### config.mk
export PLATFORM = sky130hd
export DESIGN_NAME = shop_inv_v
export DESIGN_NICKNAME = d
export VERILOG_FILES = /design/src/rtl/shop_inv_v.sv
export SDC_FILE = /design/constraint.sdc
export NUM_CORES = 2
export LEC_CHECK = 0
export ABC_AREA = 1
export CAP_MARGIN = 10
export CORE_ASPECT_RATIO = 0.7
export CORE_MARGIN = 2
export CORE_UTILIZATION = 35
export CTS_CLUSTER_DIAMETER = 60
export DETAILED_ROUTE_END_ITERATION = 16
export PLACE_DENSITY = 0.49
export SLEW_MARGIN = 0
export SYNTH_ARGS = -nofsm -noshare
export SYNTH_HDL_FRONTEND = slang
export SYNTH_SLANG_ARGS = --single-unit
### constraint.sdc
create_clock -name i_clk -period 13.5 [get_ports i_clk]
set_clock_uncertainty 0.05 [all_clocks]
set_input_delay 2.025 -clock i_clk [delete_from_list [all_inputs] [get_ports i_clk]]
set_output_delay 2.025 -clock i_clk [all_outputs]
set_load 0.005 [all_outputs]
### src/rtl/shop_inv_v.sv
// shop_inv_v: token-driven shop inventory with user login, user admin, item stock and purchases.
module shop_inv_v #(
    parameter int I_A_NUM_ASCII_CHARS = 7,
    parameter int O_A_NUM_ASCII_CHARS = 9,
    parameter int I_U_NUM_BITS = 4,
    parameter int MAX_USERS = 5,
    parameter int MAX_ITEMS = 4,
    parameter int STOCK_BITS = 8,
    parameter logic [I_A_NUM_ASCII_CHARS*8-1:0] ADMIN_USERNAME = (I_A_NUM_ASCII_CHARS*8)'("Adm"),
    parameter logic [I_A_NUM_ASCII_CHARS*8-1:0] ADMIN_PASSWORD = (I_A_NUM_ASCII_CHARS*8)'("123")
) (
    input  logic                             i_clk,
    input  logic                             i_reset,
    input  logic                             i_rdy,
    input  logic [I_U_NUM_BITS-1:0]          i_u,
    input  logic [I_A_NUM_ASCII_CHARS*8-1:0] i_a,
    output logic [O_A_NUM_ASCII_CHARS*8-1:0] o_a,
    output logic                             o_valid
);
    localparam int IW = I_A_NUM_ASCII_CHARS * 8;
    localparam int OW = O_A_NUM_ASCII_CHARS * 8;
    localparam int SB = STOCK_BITS;
    localparam int UW = MAX_USERS > 1 ? $clog2(MAX_USERS) : 1;
    localparam int TW = MAX_ITEMS > 1 ? $clog2(MAX_ITEMS) : 1;
    localparam logic [IW-1:0] K_LOGIN = IW'("Login"), K_LOGOUT = IW'("Logout"), K_ADDUSR = IW'("AddUsr"),
        K_DELUSR = IW'("DelUsr"), K_ADDITEM = IW'("AddItem"), K_DELITEM = IW'("DelItem"), K_BUY = IW'("Buy");
    localparam logic [OW-1:0] S_CMD = OW'("Cmd?"), S_USER = OW'("Username?"), S_PASS = OW'("Password?"),
        S_PERMS = OW'("Perms?"), S_ITEM = OW'("Item?"), S_OK = OW'("Ok"), S_INVCMD = OW'("InvalCmd"),
        S_INVPERM = OW'("InvalPerm"), S_UNKUSER = OW'("UnkUser"), S_BADPASS = OW'("BadPass"),
        S_UFULL = OW'("UsrFull"), S_UTAKEN = OW'("UsrTaken"), S_IFULL = OW'("ItmFull"),
        S_UNKITEM = OW'("UnkItem"), S_INVQTY = OW'("InvalQty"), S_NOSTOCK = OW'("NoStock");

    typedef enum logic [3:0] {
        CMD, LOG_USER, LOG_PASS, NEW_USER, NEW_PASS, NEW_PERM, DEL_USER, ITEM_ADD, ITEM_DEL, ITEM_BUY
    } state_t;

    state_t                  r_state;
    logic                    r_rdy_d, r_go, r_logged;
    logic [UW-1:0]           r_cur, r_lidx;
    logic [IW-1:0]           r_a_l, r_nname, r_npass;
    logic [I_U_NUM_BITS-1:0] r_u_l;
    logic [MAX_USERS-1:0]    r_uused, r_uperm;
    logic [IW-1:0]           r_uname [MAX_USERS];
    logic [IW-1:0]           r_upass [MAX_USERS];
    logic [MAX_ITEMS-1:0]    r_iused;
    logic [IW-1:0]           r_iname [MAX_ITEMS];
    logic [SB-1:0]           r_istock [MAX_ITEMS];

    logic          w_uhit, w_ufree, w_ihit, w_ifree, w_admin, w_rise;
    logic [UW-1:0] w_uidx, w_ufidx;
    logic [TW-1:0] w_iidx, w_ifidx;
    logic [SB:0]   w_sum, w_qty;

    // Descending scans so the lowest matching or free slot wins.
    always_comb begin
        w_uhit = 1'b0;
        w_uidx = '0;
        w_ufree = 1'b0;
        w_ufidx = '0;
        for (int k = MAX_USERS - 1; k >= 0; k--) begin
            if (r_uused[k] && r_uname[k] == r_a_l) begin
                w_uhit = 1'b1;
                w_uidx = UW'(k);
            end
            if (!r_uused[k]) begin
                w_ufree = 1'b1;
                w_ufidx = UW'(k);
            end
        end
        w_ihit = 1'b0;
        w_iidx = '0;
        w_ifree = 1'b0;
        w_ifidx = '0;
        for (int k = MAX_ITEMS - 1; k >= 0; k--) begin
            if (r_iused[k] && r_iname[k] == r_a_l) begin
                w_ihit = 1'b1;
                w_iidx = TW'(k);
            end
            if (!r_iused[k]) begin
                w_ifree = 1'b1;
                w_ifidx = TW'(k);
            end
        end
    end

    assign w_admin = r_logged && r_uperm[r_cur];
    assign w_rise  = i_rdy && !r_rdy_d;
    assign w_qty   = (SB+1)'(r_u_l);
    assign w_sum   = (SB+1)'(r_istock[w_iidx]) + w_qty;

    always_ff @(posedge i_clk) begin
        if (i_reset) begin
            r_rdy_d  <= 1'b0;
            r_go     <= 1'b0;
            r_state  <= CMD;
            r_logged <= 1'b0;
            r_cur    <= '0;
            o_a      <= S_CMD;
            o_valid  <= 1'b0;
            r_uused  <= MAX_USERS'(1);
            r_uperm  <= MAX_USERS'(1);
            r_iused  <= '0;
            for (int k = 0; k < MAX_USERS; k++) begin
                r_uname[k] <= k == 0 ? ADMIN_USERNAME : '0;
                r_upass[k] <= k == 0 ? ADMIN_PASSWORD : '0;
            end
            for (int k = 0; k < MAX_ITEMS; k++) begin
                r_iname[k]  <= '0;
                r_istock[k] <= '0;
            end
        end else begin
            r_rdy_d <= i_rdy;
            r_go    <= w_rise;
            o_valid <= r_go;
            if (w_rise) begin
                r_a_l <= i_a;
                r_u_l <= i_u;
            end
            if (r_go) begin
                r_state <= CMD;
                case (r_state)
                    CMD: begin
                        if (r_a_l == K_LOGIN) begin
                            o_a     <= r_logged ? S_INVPERM : S_USER;
                            r_state <= r_logged ? CMD : LOG_USER;
                        end else if (r_a_l == K_LOGOUT) begin
                            o_a      <= r_logged ? S_CMD : S_INVPERM;
                            r_logged <= 1'b0;
                        end else if (r_a_l == K_BUY) begin
                            o_a     <= r_logged ? S_ITEM : S_INVPERM;
                            r_state <= r_logged ? ITEM_BUY : CMD;
                        end else if (r_a_l == K_ADDUSR) begin
                            o_a     <= !w_admin ? S_INVPERM : w_ufree ? S_USER : S_UFULL;
                            r_state <= w_admin && w_ufree ? NEW_USER : CMD;
                        end else if (r_a_l == K_DELUSR) begin
                            o_a     <= w_admin ? S_USER : S_INVPERM;
                            r_state <= w_admin ? DEL_USER : CMD;
                        end else if (r_a_l == K_ADDITEM || r_a_l == K_DELITEM) begin
                            o_a     <= w_admin ? S_ITEM : S_INVPERM;
                            r_state <= !w_admin ? CMD : r_a_l == K_ADDITEM ? ITEM_ADD : ITEM_DEL;
                        end else begin
                            o_a <= S_INVCMD;
                        end
                    end
                    LOG_USER: begin
                        o_a     <= w_uhit ? S_PASS : S_UNKUSER;
                        r_state <= w_uhit ? LOG_PASS : CMD;
                        r_lidx  <= w_uidx;
                    end
                    LOG_PASS: begin
                        o_a      <= r_a_l == r_upass[r_lidx] ? S_CMD : S_BADPASS;
                        r_logged <= r_a_l == r_upass[r_lidx];
                        r_cur    <= r_lidx;
                    end
                    NEW_USER: begin
                        o_a     <= w_uhit ? S_UTAKEN : S_PASS;
                        r_state <= w_uhit ? CMD : NEW_PASS;
                        r_nname <= r_a_l;
                    end
                    NEW_PASS: begin
                        o_a     <= S_PERMS;
                        r_state <= NEW_PERM;
                        r_npass <= r_a_l;
                    end
                    NEW_PERM: begin
                        o_a <= S_OK;
                        r_uused[w_ufidx] <= 1'b1;
                        r_uperm[w_ufidx] <= r_u_l[0];
                        r_uname[w_ufidx] <= r_nname;
                        r_upass[w_ufidx] <= r_npass;
                    end
                    DEL_USER: begin
                        o_a <= !w_uhit ? S_UNKUSER : (w_uidx == '0 || w_uidx == r_cur) ? S_INVPERM : S_OK;
                        if (w_uhit && w_uidx != '0 && w_uidx != r_cur) r_uused[w_uidx] <= 1'b0;
                    end
                    ITEM_ADD: begin
                        o_a <= w_ihit || w_ifree ? S_OK : S_IFULL;
                        if (w_ihit) begin
                            r_istock[w_iidx] <= w_sum[SB] ? '1 : w_sum[SB-1:0];
                        end else if (w_ifree) begin
                            r_iused[w_ifidx]  <= 1'b1;
                            r_iname[w_ifidx]  <= r_a_l;
                            r_istock[w_ifidx] <= SB'(r_u_l);
                        end
                    end
                    ITEM_DEL: begin
                        o_a <= w_ihit ? S_OK : S_UNKITEM;
                        if (w_ihit) r_iused[w_iidx] <= 1'b0;
                    end
                    ITEM_BUY: begin
                        o_a <= !w_ihit ? S_UNKITEM : r_u_l == '0 ? S_INVQTY :
                               w_qty > (SB+1)'(r_istock[w_iidx]) ? S_NOSTOCK : S_OK;
                        if (w_ihit && r_u_l != '0 && w_qty <= (SB+1)'(r_istock[w_iidx]))
                            r_istock[w_iidx] <= r_istock[w_iidx] - SB'(r_u_l);
                    end
                    default: o_a <= S_INVCMD;
                endcase
            end
        end
    end
endmodule
==> impl_metrics.tcl <==
set metrics [dict create \
    tightest_slew_ns 1.280 \
    switching_share 0.2583 \
    cp-start-kind "flip-flop" \
    drv_slew 0 \
    grt_pass1_vias 47580 \
    clock_latency_ns 0.81 \
    cts_buffer_depth 3 \
    gp_congestion 1.040 \
    cts-htree-levels 4 \
    cp_max_fo 15 \
    die_y_um 356.2 \
    total_power_mw 9.125 \
    finalCritPeriodShare 0.4867 \
    layout_commonest_cell "nor2_1" \
    synth_top_family_by_area "simple AND/OR/NAND/NOR gates" \
    leakage_nw 28.88 \
    cap_viol_max_count 0 \
    drc 0 \
    synth_area_leader_cell "edfxtp_1" \
    overflow 0 \
    synth-simple-area-share 0.2656 \
    min_path_type "reg2reg" \
    vias_per_cell 5.507 \
    layout.nets 7273 \
    setup_viol 0 \
    grt_use_total 0.3309 \
    synthCells 6948 \
    dieArea_um2 180700 \
    fmax_mhz 152.2 \
    status "finished clean" \
    num_rows 129 \
    synth_area_leaders "edfxtp_1, nor2_1, nand2_1" \
    antenna_found_initial 22 \
    yosys_register_bits 1240 \
    ir_drop_mv 0.1110 \
    start_util 0.3516 \
    p_per_area_nw_per_um2 128.0 \
    synth_flop_cell "edfxtp_1" \
    cts-root-buf "clkbuf_16" \
    ys_seq_area_frac 0.5872 \
    post_cts_buffers 0 \
    synth_xor_area_frac 0.02429 \
    hpwl_um 213900 \
    cts_sinks 1240 \
    synth-compound-area-share 0.05406 \
    area_growth_pct 14.95 \
    routed_wl_um 304700 \
    synth_edf_count 1159 \
    worstPathRequired_ns 13.88 \
    drive_above_1_share 0.08060 \
    p_int_mw 6.768 \
    min_period_ns 6.570 \
    ctsResizeCount 0 \
    relSlewSlack 0.1405 \
    cts_tree "done" \
    syn_avg_cell_area_um2 8.928 \
    path_clk_slew_ns 0.06 \
    clock_power_share 0.450 \
    arrival_ns 6.95 \
    stdcell_count 9683 \
    wl_per_cell_um 31.47 \
    grt_max_degree 115 \
    post-route-cell-area_um2 71300 \
    firstDrtPassIters 6 \
    combPwrFrac 0.071 \
    synth_cell_type_count 61 \
    ys_warn_count 0 \
    coreArea_um2 176400 \
    numPortBuffers 122 \
    die_x_um 507.2 \
    p_switching_mw 2.357 \
    worstSetupEndpointType "flip-flop" \
    tns_ns 0 \
    pin_count 136 \
    yosys.area.top_type_share 0.5611 \
    dpl-instance-area_um2 66430 \
    synthAdderAreaFrac 0.002259 \
    ant_nets 0 \
    synthesis.area_um2 62030 \
    dpl.cell_count 9409 \
    synthMuxAreaShare 0.0003429 \
    drt_iter0_markers 8785 \
    cts_made_buffers 146 \
    vias 53320 \
    finalHoldViolations 0 \
    async_flop_share 0 \
    power_frac_seq 0.479 \
    crit_type "reg2reg" \
    grt_pass1_wl_um 409600 \
    rsz0062_at_grt "no" \
    ctsHoldBuffers 0 \
    final_cell_mix "nor2_1, nand2_1, edfxtp_1, inv_1, o21ai_0" \
]
[layer usage]
layer  wire length [um]  track usage  part of all wire
met1             144300       0.5230              0.47
met2             114700       0.4274              0.38
met3              40440       0.1148              0.13
met4               5319      0.05934             0.017
met5                 13            0          0.000043
[cells in the mapped netlist (all sizes together) (12+ instances only)]
| master | count |
|---|---|
| a21oi | 89 |
| and2 | 12 |
| buf | 169 |
| clkbuf | 166 |
| dfxtp | 81 |
| edfxtp | 1159 |
| inv | 653 |
| nand2 | 1562 |
| nand3 | 246 |
| nand3b | 24 |
| nand4 | 194 |
| nor2 | 1596 |
| nor3 | 122 |
| nor3b | 13 |
| nor4 | 39 |
| o2111ai | 13 |
| o211ai | 49 |
| o21ai | 375 |
| o22ai | 47 |
| or2 | 113 |
| xnor2 | 89 |
| xor2 | 83 |
[sequential cells by signal, summed over array words and instances (netlist names), 4 cells and up, named ones only]
signal,cells
r_u_l,4
r_state,4
o_a,53
r_istock,32
r_a_l,56
r_upass,448
r_npass,56
r_nname,56
r_iname,224
r_uperm,5
r_iused,4
r_uname,280
r_uused,5
[worst max-delay path, cell delays in order, from the launching register on]
cell      delay (ns)
edfxtp_1        0.36
buf_4           0.26
inv_1           0.55
buf_4           0.32
or2_2           0.15
nand4_1         0.09
nor2_1          0.43
nand2_1         0.21
nor2_1          0.14
nand2_1         0.09
nand2_1         0.08
nand3_1         0.44
nand2_2         0.31
nor2_1          0.07
nor3_1          0.40
ha_1            0.38
inv_1           0.14
o221ai_1        0.14
inv_1           0.11
nand2_2         0.08
nor2_4          0.14
nand3_4         0.11
nand2_4         0.13
nand2_4         0.13
nand2_1         0.14
nand2_1         0.15
nor2_1          0.53
[final cells by class]
class | instances | area (um2)
antenna | 5 | 12.51
inverter | 655 | 2469
tap | 2358 | 2950
clock buffer | 171 | 3821
clock inverter | 97 | 1031
multi-input combinational | 4897 | 22280
timing repair buffer | 260 | 2306
fill | 17810 | 105100
sequential | 1240 | 36430
[stage by stage]
stage                       util  setup slack [ns]  hold slack (ns)
after floorplan                -             6.341           0.3487
after global placement    0.3765             7.139           0.3806
after detailed placement  0.3765             7.134           0.3869
after CTS                 0.4040             7.111           0.3959
after global routing      0.4041             6.615           0.4087
final                     0.4042             6.930           0.3965
[cell families after synthesis]
logic type	Yosys count
buffers and inverters	990
AOI/OAI and AO/OA	604
adders and majority gates	10
DFF	1240
other	2
xor gates and xnor gates	172
and+or+nand+nor	3928
muxes	2
[power groups by stage]
stage                     sequential (mW)  clock, mW  combinational [mW]
final                                4.37       4.11               0.648
after global routing                 4.38       4.29               0.672
after CTS                            4.37       4.15               0.619
after detailed placement             4.45          0               0.616
after global placement               4.45          0               0.623
after floorplan                      4.44          0               0.304
[path summary, 6_finish.rpt]
kind | startpoint | endpoint | depth (start not counted) | slack, ns
worst max-delay path | r_a_l[55] | r_istock[3][2] | 26 | 6.93
worst min-delay path | r_rdy_d | r_go | 1 | 0.40
worst max register to register | r_a_l[55] | r_istock[3][2] | 26 | 6.93
worst min register to register | r_rdy_d | r_go | 1 | 0.40
(Power assumes the default switching activity.)
